==> src/rtl/axi_slave_error_responder.sv <==
// AXI4 slave terminator: completes every write/read burst with RESP_CODE and FILL_DATA (MODE=0: all outputs 0).
// Read beats start 1 cycle after the address handshake; write response 1 cycle after WLAST; ready/valid stalls hold all outputs.
module axi_slave_error_responder #(
  parameter int          DATA_W    = 32,
  parameter int          ADDR_W    = 32,
  parameter int          WR_ID_W   = 2,
  parameter int          RD_ID_W   = 4,
  parameter logic [31:0] FILL_DATA = 32'hDEAD_BEEF,
  parameter logic [1:0]  RESP_CODE = 2'b11,
  parameter bit          MODE      = 1'b1
) (
  input  logic                  clk,
  input  logic                  rst,
  input  logic [ADDR_W-1:0]     WR_ADDR,
  input  logic [7:0]            WR_LEN,
  input  logic [WR_ID_W-1:0]    WR_ID,
  input  logic                  WR_ADDR_VALID,
  output logic                  WR_ADDR_READY,
  input  logic [DATA_W-1:0]     WR_DATA,
  input  logic [DATA_W/8-1:0]   WR_STRB,
  input  logic                  WR_DATA_VALID,
  output logic                  WR_DATA_READY,
  input  logic                  WR_DATA_LAST,
  output logic [WR_ID_W-1:0]    WR_BACK_ID,
  output logic [1:0]            WR_BACK_RESP,
  output logic                  WR_BACK_VALID,
  input  logic                  WR_BACK_READY,
  output logic                  WR_LEN_ERR,
  input  logic [ADDR_W-1:0]     RD_ADDR,
  input  logic [7:0]            RD_LEN,
  input  logic [RD_ID_W-1:0]    RD_ID,
  input  logic                  RD_ADDR_VALID,
  output logic                  RD_ADDR_READY,
  output logic [DATA_W-1:0]     RD_DATA,
  output logic                  RD_DATA_LAST,
  output logic [RD_ID_W-1:0]    RD_BACK_ID,
  output logic [1:0]            RD_BACK_RESP,
  output logic                  RD_DATA_VALID,
  input  logic                  RD_DATA_READY
);

  localparam logic [DATA_W-1:0] FILL = DATA_W'(FILL_DATA);

  // W_OFF/R_OFF hold the ports quiet through reset and forever when MODE=0
  typedef enum logic [1:0] {W_OFF, W_IDLE, W_DATA, W_RESP} w_state_t;
  typedef enum logic [1:0] {R_OFF, R_IDLE, R_DATA} r_state_t;

  w_state_t w_state, w_next;
  r_state_t r_state, r_next;

  logic [WR_ID_W-1:0] wr_id_q;
  logic [7:0]         wr_len_q;
  logic [8:0]         wr_cnt;
  logic               wr_len_err_q;
  logic [RD_ID_W-1:0] rd_id_q;
  logic [7:0]         rd_len_q;
  logic [7:0]         rd_cnt;

  logic aw_hs, w_hs, b_hs, ar_hs, r_hs, rd_last;
  logic unused_inputs;

  assign unused_inputs = ^{WR_ADDR, WR_DATA, WR_STRB, RD_ADDR};

  assign aw_hs = WR_ADDR_VALID & WR_ADDR_READY;
  assign w_hs  = WR_DATA_VALID & WR_DATA_READY;
  assign b_hs  = WR_BACK_VALID & WR_BACK_READY;
  assign ar_hs = RD_ADDR_VALID & RD_ADDR_READY;
  assign r_hs  = RD_DATA_VALID & RD_DATA_READY;

  always_ff @(posedge clk or negedge rst) begin
    if (!rst) begin
      w_state <= W_OFF;
      r_state <= R_OFF;
    end else begin
      w_state <= w_next;
      r_state <= r_next;
    end
  end

  always_comb begin
    w_next = w_state;
    case (w_state)
      W_OFF:   if (MODE) w_next = W_IDLE;
      W_IDLE:  if (aw_hs) w_next = W_DATA;
      W_DATA:  if (w_hs && WR_DATA_LAST) w_next = W_RESP;
      W_RESP:  if (b_hs) w_next = W_IDLE;
      default: w_next = W_OFF;
    endcase
  end

  always_comb begin
    r_next = r_state;
    case (r_state)
      R_OFF:   if (MODE) r_next = R_IDLE;
      R_IDLE:  if (ar_hs) r_next = R_DATA;
      R_DATA:  if (r_hs && rd_last) r_next = R_IDLE;
      default: r_next = R_OFF;
    endcase
  end

  // Write burst length is checked only when LAST arrives; the response goes out regardless
  always_ff @(posedge clk or negedge rst) begin
    if (!rst) begin
      wr_id_q      <= '0;
      wr_len_q     <= '0;
      wr_cnt       <= '0;
      wr_len_err_q <= 1'b0;
    end else begin
      wr_len_err_q <= 1'b0;
      if (aw_hs) begin
        wr_id_q  <= WR_ID;
        wr_len_q <= WR_LEN;
        wr_cnt   <= '0;
      end else if (w_hs) begin
        wr_cnt <= wr_cnt + 9'd1;
        if (WR_DATA_LAST) wr_len_err_q <= (wr_cnt != {1'b0, wr_len_q});
      end
    end
  end

  always_ff @(posedge clk or negedge rst) begin
    if (!rst) begin
      rd_id_q  <= '0;
      rd_len_q <= '0;
      rd_cnt   <= '0;
    end else begin
      if (ar_hs) begin
        rd_id_q  <= RD_ID;
        rd_len_q <= RD_LEN;
        rd_cnt   <= '0;
      end else if (r_hs && !rd_last) begin
        rd_cnt <= rd_cnt + 8'd1;
      end
    end
  end

  assign rd_last = (r_state == R_DATA) && (rd_cnt == rd_len_q);

  assign WR_ADDR_READY = (w_state == W_IDLE);
  assign WR_DATA_READY = (w_state == W_DATA);
  assign WR_BACK_VALID = (w_state == W_RESP);
  assign WR_BACK_ID    = wr_id_q;
  assign WR_BACK_RESP  = (w_state == W_RESP) ? RESP_CODE : 2'b00;
  assign WR_LEN_ERR    = wr_len_err_q;

  assign RD_ADDR_READY = (r_state == R_IDLE);
  assign RD_DATA_VALID = (r_state == R_DATA);
  assign RD_DATA       = (r_state == R_DATA) ? FILL : '0;
  assign RD_DATA_LAST  = rd_last;
  assign RD_BACK_ID    = rd_id_q;
  assign RD_BACK_RESP  = (r_state == R_DATA) ? RESP_CODE : 2'b00;

endmodule

==> config.mk <==
export PLATFORM = sky130hd
export DESIGN_NAME = axi_slave_error_responder
export DESIGN_NICKNAME = d
export VERILOG_FILES = /design/src/rtl/axi_slave_error_responder.sv
export SDC_FILE = /design/constraint.sdc
export NUM_CORES = 1
export LEC_CHECK = 0
export ABC_AREA = 1
export BUFFER_PORTS_ARGS = -buffer_cell sky130_fd_sc_hd__buf_2
export CAP_MARGIN = 0
export CORE_ASPECT_RATIO = 0.8
export CORE_UTILIZATION = 42
export DETAILED_ROUTE_END_ITERATION = 8
export GPL_TIMING_DRIVEN = 0
export PLACE_DENSITY = 0.89
export SYNTH_ARGS = -nofsm -noshare
export SYNTH_HDL_FRONTEND = slang
export SYNTH_SLANG_ARGS = --single-unit
==> constraint.sdc <==
create_clock -name clk -period 1.8 [get_ports clk]
set_clock_uncertainty 0.05 [all_clocks]
set_input_delay 0 -clock clk [delete_from_list [all_inputs] [get_ports clk]]
set_output_delay 0 -clock clk [all_outputs]
set_load 0.01 [all_outputs]
==> flow_summary.yaml, run 1 <==
outcome:
  status: "finished, final reports clean"
placement:
  gp_congestion: 0.844
  portBuffers: 70
  hpwl_um: 4450
  place_inst: 492
pwr:
  ir_drop_mv: 0.622
  p_leak_nw: 1.98
  power.total_mw: 4.74
  power_density_nw_per_um2: 1330
layout:
  n_fill_cell: 512
  antenna_cells: 0
  final_layout_size_suffix_gt1_share_pct: 35.0
  synthToLayoutAreaGrowth_pct: 33.8
  nets: 583
  final_cell_count_no_fill: 529
sta:
  rsz0062_at_grt: "no"
  hold_viol: 0
  period_share_pct: 91.5
  max_freq_mhz: 607
  fin_tns_setup_ns: 0
  worstMarginPinSlew_ns: 1.01
  finalMaxSlewViolations: 0
  maxSlewHeadroom_pct: 32.7
  period_minus_slack_ns: 1.65
  finalSetupViolations: 0
  hold-worst-slack_ns: 0.00892
worst_setup_path:
  cp_slowest_cell: "dfrtp_1"
  r2r_setup_slack_ns: 0.20
  cp_slowest_stage_delay_ns: 0.39
  crit_buf_inv: 3
  ff2ff_path_depth: 9
  crit_fanout: 5
  start_kind: "flip-flop"
  crit_type: "reg2out"
  r2r-end: "w_state[0]"
  rr_startpoint: "w_state[0]"
  crit_family: "simple AND/OR/NAND/NOR gates"
  arrival_ns: 1.60
  path_cells: "inv_2 -> nand2_2 -> nor2_1 -> nand2_1 -> nor2_2 -> nand3_4 -> inv_1 -> buf_2"
  crit_required_ns: 1.75
  endpoint_kind: "primary output"
route:
  wirelength_um: 6500
  drtAntennaViolNets: 0
  viasPerCell: 4.64
  drc: 0
  num_vias: 2454
  drt_iter0_drc: 172
  post_drt_wl_per_cell_um: 12.3
  first_pass_iters: 4
global_routing:
  overflow: 0
  antenna_found_initial: 0
  grt.total_usage_pct: 20.1
  grt_first_pass_wirelength_um: 10300
  grt_max_degree: 45
  grt_pass1_vias: 2217
min_path:
  holdPathEnd: "r_state[1]"
  hp-start: "RD_DATA_READY"
  holdCritPathClass: "in2reg"
  whs_path_depth: 4
synthesis:
  synthCells: 334
  synth_top_area_share_pct: 41.2
  synth_common_cells: "nand2_1, dfrtp_1, buf_4"
  yosysWarnings: 0
  yosysMostFrequentCell: "nand2_1"
  async_flop_share_pct: 100
  synthFlopType: "dfrtp_1"
  synth_cell_types: 30
  synth.top_cells.by_area: "dfrtp_1, nand2_1, buf_4"
  synth-edff-count: 0
  synth_area_sq_um: 2670
  synth_area_per_cell_sq_um: 8.00
  synth_area_leader_cell: "dfrtp_1"
  synth-seq-cells: 44
  ys_seq_area_share_pct: 41.2
floorplan:
  chipHeight_um: 73.4
  ios: 179
  die_area_sq_um: 6690
  die_x_um: 91.2
  num_rows: 25
  core_area_sq_um: 6040
  initial_core_util_pct: 44.3
run:
  cap_violations: 0
clock_network:
  cts_buffers: 5
  clkTransAtPathRegs_ns: 0.08
  cts_tree: "built"
  insertion_delay_ns: 0.30
  cts.sinks: 44
  cts_root_buf: "clkbuf_8"
  h-tree-depth: 2
  clk_path_buf_depth: 2
==> worst register-to-register path, cell delays in order (launching register included) <==
cell and delay, ns:
dfrtp_1 0.44, inv_1 0.08, ha_2 0.22, nand2_4 0.10, inv_1 0.10, nand2_1 0.09, nand2_1 0.07, o221ai_1 0.16
nand2_1 0.10, o21ai_0 0.07
==> how the worst max path moves through the flow <==
stage / start / endpoint / slack [ns] / cells past startpoint
floorplan: w_state[0] / wr_cnt[7] / 0.28 / 9
global placement: w_state[0] / wr_cnt[6] / 0.20 / 9
detailed placement: r_state[0] / rd_cnt[7] / 0.11 / 6
CTS: r_state[1] / RD_DATA[12] / 0.01 / 4
global route: w_state[0] / w_state[0] / 0.02 / 9
finish: r_state[0] / RD_DATA_LAST / 0.15 / 8
==> cells in the final DEF (no fill, tap or decap), types with 8 or more instances in the layout <==
master and n:
nor2_1 25, dlygate4sd3_1 24, buf_2 75, buf_4 41, dfrtp_1 43, nand4_1 9
a21oi_1 11, nand2_1 82, inv_1 35, o21ai_0 12, conb_1 8, nand3_1 19
==> sequential cells by signal (all words and copies together), names as in the netlist <==
| signal | flops |
|---|---|
| w_state | 2 |
| rd_cnt | 8 |
| wr_len_q | 8 |
| wr_cnt | 9 |
| WR_BACK_ID | 2 |
| r_state | 2 |
| rd_len_q | 8 |
| RD_BACK_ID | 4 |
| WR_LEN_ERR | 1 |
==> report_power, final <==
part           switching, mW  leakage, nW  internal [mW]
combinational           1.26         1.37           1.08
sequential             0.268        0.554           1.33
clock                  0.350       0.0614          0.454
==> cells by family (layout without fill, tap and decap cells) <==
group	Yosys count	in the layout	share of synthesized area, %
muxes	6	6	2.81
AOI/OAI and AO/OA	27	27	5.57
other	1	8	0.140
and+or+nand+nor	156	156	26.8
buffers and inverters	83	190	17.1
DFF	44	44	41.2
adders and majority gates	6	6	2.81
xor gates and xnor gates	11	11	3.60
==> what timing repair did <==
action / 4_1_cts / 5_1_grt
endpoints found under the setup margin: 26 / 38
setup buffers: 0 / 4
gates cloned: 0 / 1
hold endpoints to repair: 67 / 0
hold buffers: 24 / 0
resized for setup: 1 / 10
==> routing by layer <==
layer  GRT usage, %  share of wire [%]  vias up
met3           5.90                5.0       10
li1               -                  -     1225
met5              0                  0        -
met2           33.3                 49       78
met1           25.6                 44     1141
met4           6.70                1.8        0
==> area by class of cell <==
type | count | area [sq um] | share of cell area [%]
multi-input combinational | 214 | 1160 | 32.5
sequential | 44 | 1100 | 30.8
timing repair buffer | 98 | 621 | 17.3
buffer | 43 | 308 | 8.60
inverter | 40 | 154 | 4.30
tap | 81 | 101 | 2.83
clock buffer | 6 | 82.6 | 2.31
clock inverter | 2 | 38.8 | 1.08
timing repair inverter | 1 | 7.51 | 0.210
==> through the flow <==
step                worst slack [ns]  util, %  area (sq um)
finish                         0.153     59.3          3580
global route                  0.0239     59.3          3580
CTS                          0.00988     58.2          3520
detailed placement             0.105     52.2          3150
global placement               0.204     52.2          3150
floorplan                      0.283        -          2700
No activity file was read; power rests on OpenSTA's default activity.
==> run 2, diff against run 1 <==
BUFFER_PORTS_ARGS = default   (was -buffer_cell sky130_fd_sc_hd__buf_2)
CORE_UTILIZATION = 55   (was 42)
DONT_BUFFER_PORTS = 1   (was default)
PLACE_DENSITY = 0.78   (was 0.89)
==> flow_summary.yaml, run 2 (synthesis results as in run 1) <==
min_path:
  whs_path_depth: 3
  holdPathEnd: "w_state[1]"
  hp-start: "WR_ADDR_VALID"
  holdCritPathClass: "in2reg"
clock_network:
  clkTransAtPathRegs_ns: 0.08
  cts_buffers: 5
  h-tree-depth: 2
  cts_tree: "built"
  clk_path_buf_depth: 2
  cts_root_buf: "clkbuf_8"
  cts.sinks: 44
  insertion_delay_ns: 0.29
layout:
  layout_commonest_cell: "nand2_1"
  synthToLayoutAreaGrowth_pct: 21.3
  final_cell_count_no_fill: 441
  antenna_cells: 0
  layout_common_cells: "nand2_1, dfrtp_1, buf_4, inv_1, dlygate4sd3_1"
  final_util_pct: 70.1
  largest_register: "wr_cnt"
  largest_reg_flops: 9
  nets: 517
  final_layout_size_suffix_gt1_share_pct: 20.7
placement:
  portBuffers: 0
  place_inst: 401
  hpwl_um: 3920
  gp_congestion: 0.850
worst_setup_path:
  r2r-end: "rd_len_q[1]"
  crit_fanout: 7
  path_cells: "nor2_4 -> nand2_4 -> mux2_2 -> dlygate4sd3_1"
  r2r_setup_slack_ns: 0.06
  endpoint_kind: "flip-flop"
  crit_type: "reg2reg"
  crit_required_ns: 1.92
  start_kind: "flip-flop"
  cp_slowest_cell: "dlygate4sd3_1"
  arrival_ns: 1.86
  rr_startpoint: "r_state[1]"
  cp_slowest_stage_delay_ns: 0.56
  ff2ff_path_depth: 4
floorplan:
  num_rows: 22
  ios: 179
  die_area_sq_um: 5140
  die_x_um: 79.9
  initial_core_util_pct: 57.8
  core_area_sq_um: 4620
  chipHeight_um: 64.4
global_routing:
  grt.total_usage_pct: 23.9
  antenna_found_initial: 0
  overflow: 0
  grt_pass1_vias: 2014
  grt_max_degree: 45
  grt_first_pass_wirelength_um: 9230
sta:
  rsz0062_at_grt: "no"
  maxSlewHeadroom_pct: 62.7
  hold_viol: 0
  finalSetupViolations: 0
  worstMarginPinSlew_ns: 0.558
  max_freq_mhz: 576
  hold-worst-slack_ns: 0.0209
  period_minus_slack_ns: 1.74
  period_share_pct: 96.5
  finalMaxSlewViolations: 0
  fin_tns_setup_ns: 0
route:
  first_pass_iters: 4
  viasPerCell: 4.96
  wirelength_um: 5900
  drtAntennaViolNets: 0
  drc: 0
  num_vias: 2188
  post_drt_wl_per_cell_um: 13.4
  drt_iter0_drc: 145
outcome:
  status: "finished, final reports clean"
run:
  cap_violations: 0
pwr:
  ir_drop_mv: 0.833
  power_density_nw_per_um2: 1320
  power.total_mw: 4.27
  p_leak_nw: 1.68
## run 2: timing repair
item | in CTS | in global routing
hold buffers | 32 | 1
endpoints found under the hold margin | 79 | 4
resized for setup | 0 | 11
setup endpoints to repair | 0 | 54
setup buffers | 0 | 0
## run 2: worst max-delay path by stage
stage	startpoint	endpoint	slack, ns
after CTS	r_state[0]	RD_DATA[23]	0.008
final	r_state[1]	rd_len_q[1]	0.06
after global routing	r_state[1]	RD_DATA[10]	0.004
after floorplan	w_state[0]	wr_cnt[7]	0.28
after global placement	w_state[0]	w_state[0]	0.10
after detailed placement	w_state[0]	wr_cnt[6]	0.04
## run 2: cell type report
type                    count  area [sq um]
fillers                   375          1380
multi-input cells         214          1170
flip-flops and latches     44          1100
repair buffers             33           348
plain buffers              43           310
inverters                  40           154
well taps                  60          75.1
clock buffers               6          72.6
clock inverters             1          5.00
## run 2: where the power goes
part | leakage, nW | internal (mW) | total [mW] | switching, mW
registers | 0.555 | 1.33 | 1.63 | 0.307
clock network | 0.0410 | 0.264 | 0.581 | 0.317
logic | 1.08 | 0.921 | 2.06 | 1.14
total | 1.68 | 2.51 | 4.27 | 1.76
## run 2: critical path: cells and delay by family, from the launching register on
kind | cells | cell delay (ns)
and+or+nand+nor | 2 | 0.31
muxes | 1 | 0.29
buffers and inverters | 1 | 0.56
DFF | 1 | 0.41
## run 2: per-layer routing
| layer | global-route usage (%) | vias up | routed length [um] |
|---|---|---|---|
| li1 | - | 1096 | - |
| met1 | 32.9 | 1000 | 2620 |
| met2 | 38.1 | 86 | 2760 |
| met3 | 5.43 | 6 | 463 |
| met4 | 6.25 | 0 | 67 |
| met5 | 0 | - | 0 |
## run 2: through the flow
stage	setup WS, ns	area, sq um
finish	0.0633	3240
floorplan	0.283	2700
global route	0.00362	3240
global placement	0.104	2770
CTS	0.00798	3190
detailed placement	0.0409	2770
==> run 3, diff against run 2 <==
MAX_ROUTING_LAYER = met4   (was default)
RECOVER_POWER = 25   (was default)
==> flow_summary.yaml, run 3 (synthesis results as in run 1) <==
global_routing:
  grt_first_pass_wirelength_um: 9890
  antenna_found_initial: 0
  grt_pass1_vias: 2156
  grt.total_usage_pct: 25.9
  overflow: 0
  grt_max_degree: 45
floorplan:
  num_rows: 22
  core_area_sq_um: 4620
  chipHeight_um: 64.4
  die_area_sq_um: 5140
  die_x_um: 79.9
  ios: 179
  initial_core_util_pct: 57.8
route:
  post_drt_wl_per_cell_um: 13.5
  num_vias: 2253
  viasPerCell: 5.09
  drtAntennaViolNets: 0
  drt_iter0_drc: 120
  wirelength_um: 5960
  first_pass_iters: 4
  drc: 0
worst_setup_path:
  startpoint: "r_state[1]"
  arrival_ns: 1.87
  rr_startpoint: "r_state[1]"
  start_kind: "flip-flop"
  crit_required_ns: 1.93
  crit_fanout: 7
  r2r_setup_slack_ns: 0.06
  ff2ff_path_depth: 4
  crit_type: "reg2reg"
  r2r-end: "rd_len_q[3]"
  crit_end: "rd_len_q[3]"
  endpoint_kind: "flip-flop"
layout:
  synthToLayoutAreaGrowth_pct: 21.3
  antenna_cells: 0
  final_design_area_no_fill_sq_um: 3240
  largest_register: "wr_cnt"
  layout_commonest_cell: "nand2_1"
  final_util_pct: 70.1
  final_cell_count_no_fill: 443
  nets: 518
  layout_common_cells: "nand2_1, dfrtp_1, buf_4, inv_1, dlygate4sd3_1"
  final_layout_size_suffix_gt1_share_pct: 20.9
  largest_reg_flops: 9
clock_network:
  clkTransAtPathRegs_ns: 0.09
  cts_buffers: 5
  insertion_delay_ns: 0.29
  cts_root_buf: "clkbuf_8"
  cts.sinks: 44
  h-tree-depth: 2
  cts_tree: "built"
  clk_path_buf_depth: 2
  post-cts-setup-buffers: 0
sta:
  maxSlewHeadroom_pct: 27.9
  period_share_pct: 96.8
  period_minus_slack_ns: 1.74
  finalSetupViolations: 0
  max_freq_mhz: 574
  worstMarginPinSlew_ns: 1.08
  finalWorstSetupSlack_ns: 0.0581
  fin_tns_setup_ns: 0
  rsz0062_at_grt: "yes"
  finalMaxSlewViolations: 0
  hold_viol: 0
min_path:
  holdCritPathClass: "in2reg"
outcome:
  status: "finished, final reports clean"
placement:
  pre_cts_slack_ns: 0.0766
  postPlaceCellArea_sq_um: 2770
  hpwl_um: 3900
  portBuffers: 0
  gp_congestion: 0.870
  place_inst: 401
run:
  cap_violations: 0
pwr:
  power_density_nw_per_um2: 1350
  ir_drop_mv: 1.00
  p_leak_nw: 1.68
run 3: how the worst min path moves through the flow:
stage / slack (ns) / cells past startpoint / endpoint / from
2_1_floorplan: -0.35 / 0 / RD_BACK_ID[0] / rst
6_report: 0.004 / 3 / w_state[0] / WR_ADDR_VALID
3_5_place_dp: -0.34 / 0 / rd_cnt[7] / rst
3_3_place_gp: -0.34 / 0 / rd_cnt[7] / rst
5_1_grt: 0.06 / 3 / w_state[0] / WR_ADDR_VALID
4_1_cts: 0.009 / 3 / wr_cnt[6] / WR_ADDR_VALID
run 3: routing by layer:
metal / global-route usage, % / routed length (um)
met1: 34.7 / 2720
met4: 5.36 / 41
met2: 41.5 / 2800
met3: 4.71 / 407
met5: - / 0
run 3: power by group:
group	internal [mW]	total (mW)	switching, mW
Sequential	1.33	1.64	0.314
Clock	0.313	0.660	0.347
Combinational	0.930	2.08	1.15
run 3: final cells by class:
type	count	area, sq um
buffer	43	310
clock buffer	7	86.3
clock inverter	1	7.51
fill	367	1380
inverter	40	154
multi-input combinational	214	1170
sequential	44	1100
tap	60	75.1
timing repair buffer	34	335
run 3: timing repair:
item / in CTS / in global routing
hold buffers: 33 / 1
setup endpoints to repair: 0 / 51
resized for setup: 0 / 12
hold endpoints to repair: 82 / 4
run 3: through the flow:
step / hold slack, ns / total power, mW
after detailed placement: -0.344 / 3.47
after global routing: 0.0631 / 4.72
after global placement: -0.344 / 3.40
after floorplan: -0.346 / 3.14
final: 0.00402 / 4.38
after CTS: 0.00943 / 4.28
run 3: critical path, stage by stage, from the launching register on:
cell and delay, ns:
dfrtp_1 0.42, nor2_4 0.19, nand2_4 0.10, mux2_2 0.27, dlygate4sd3_1 0.58
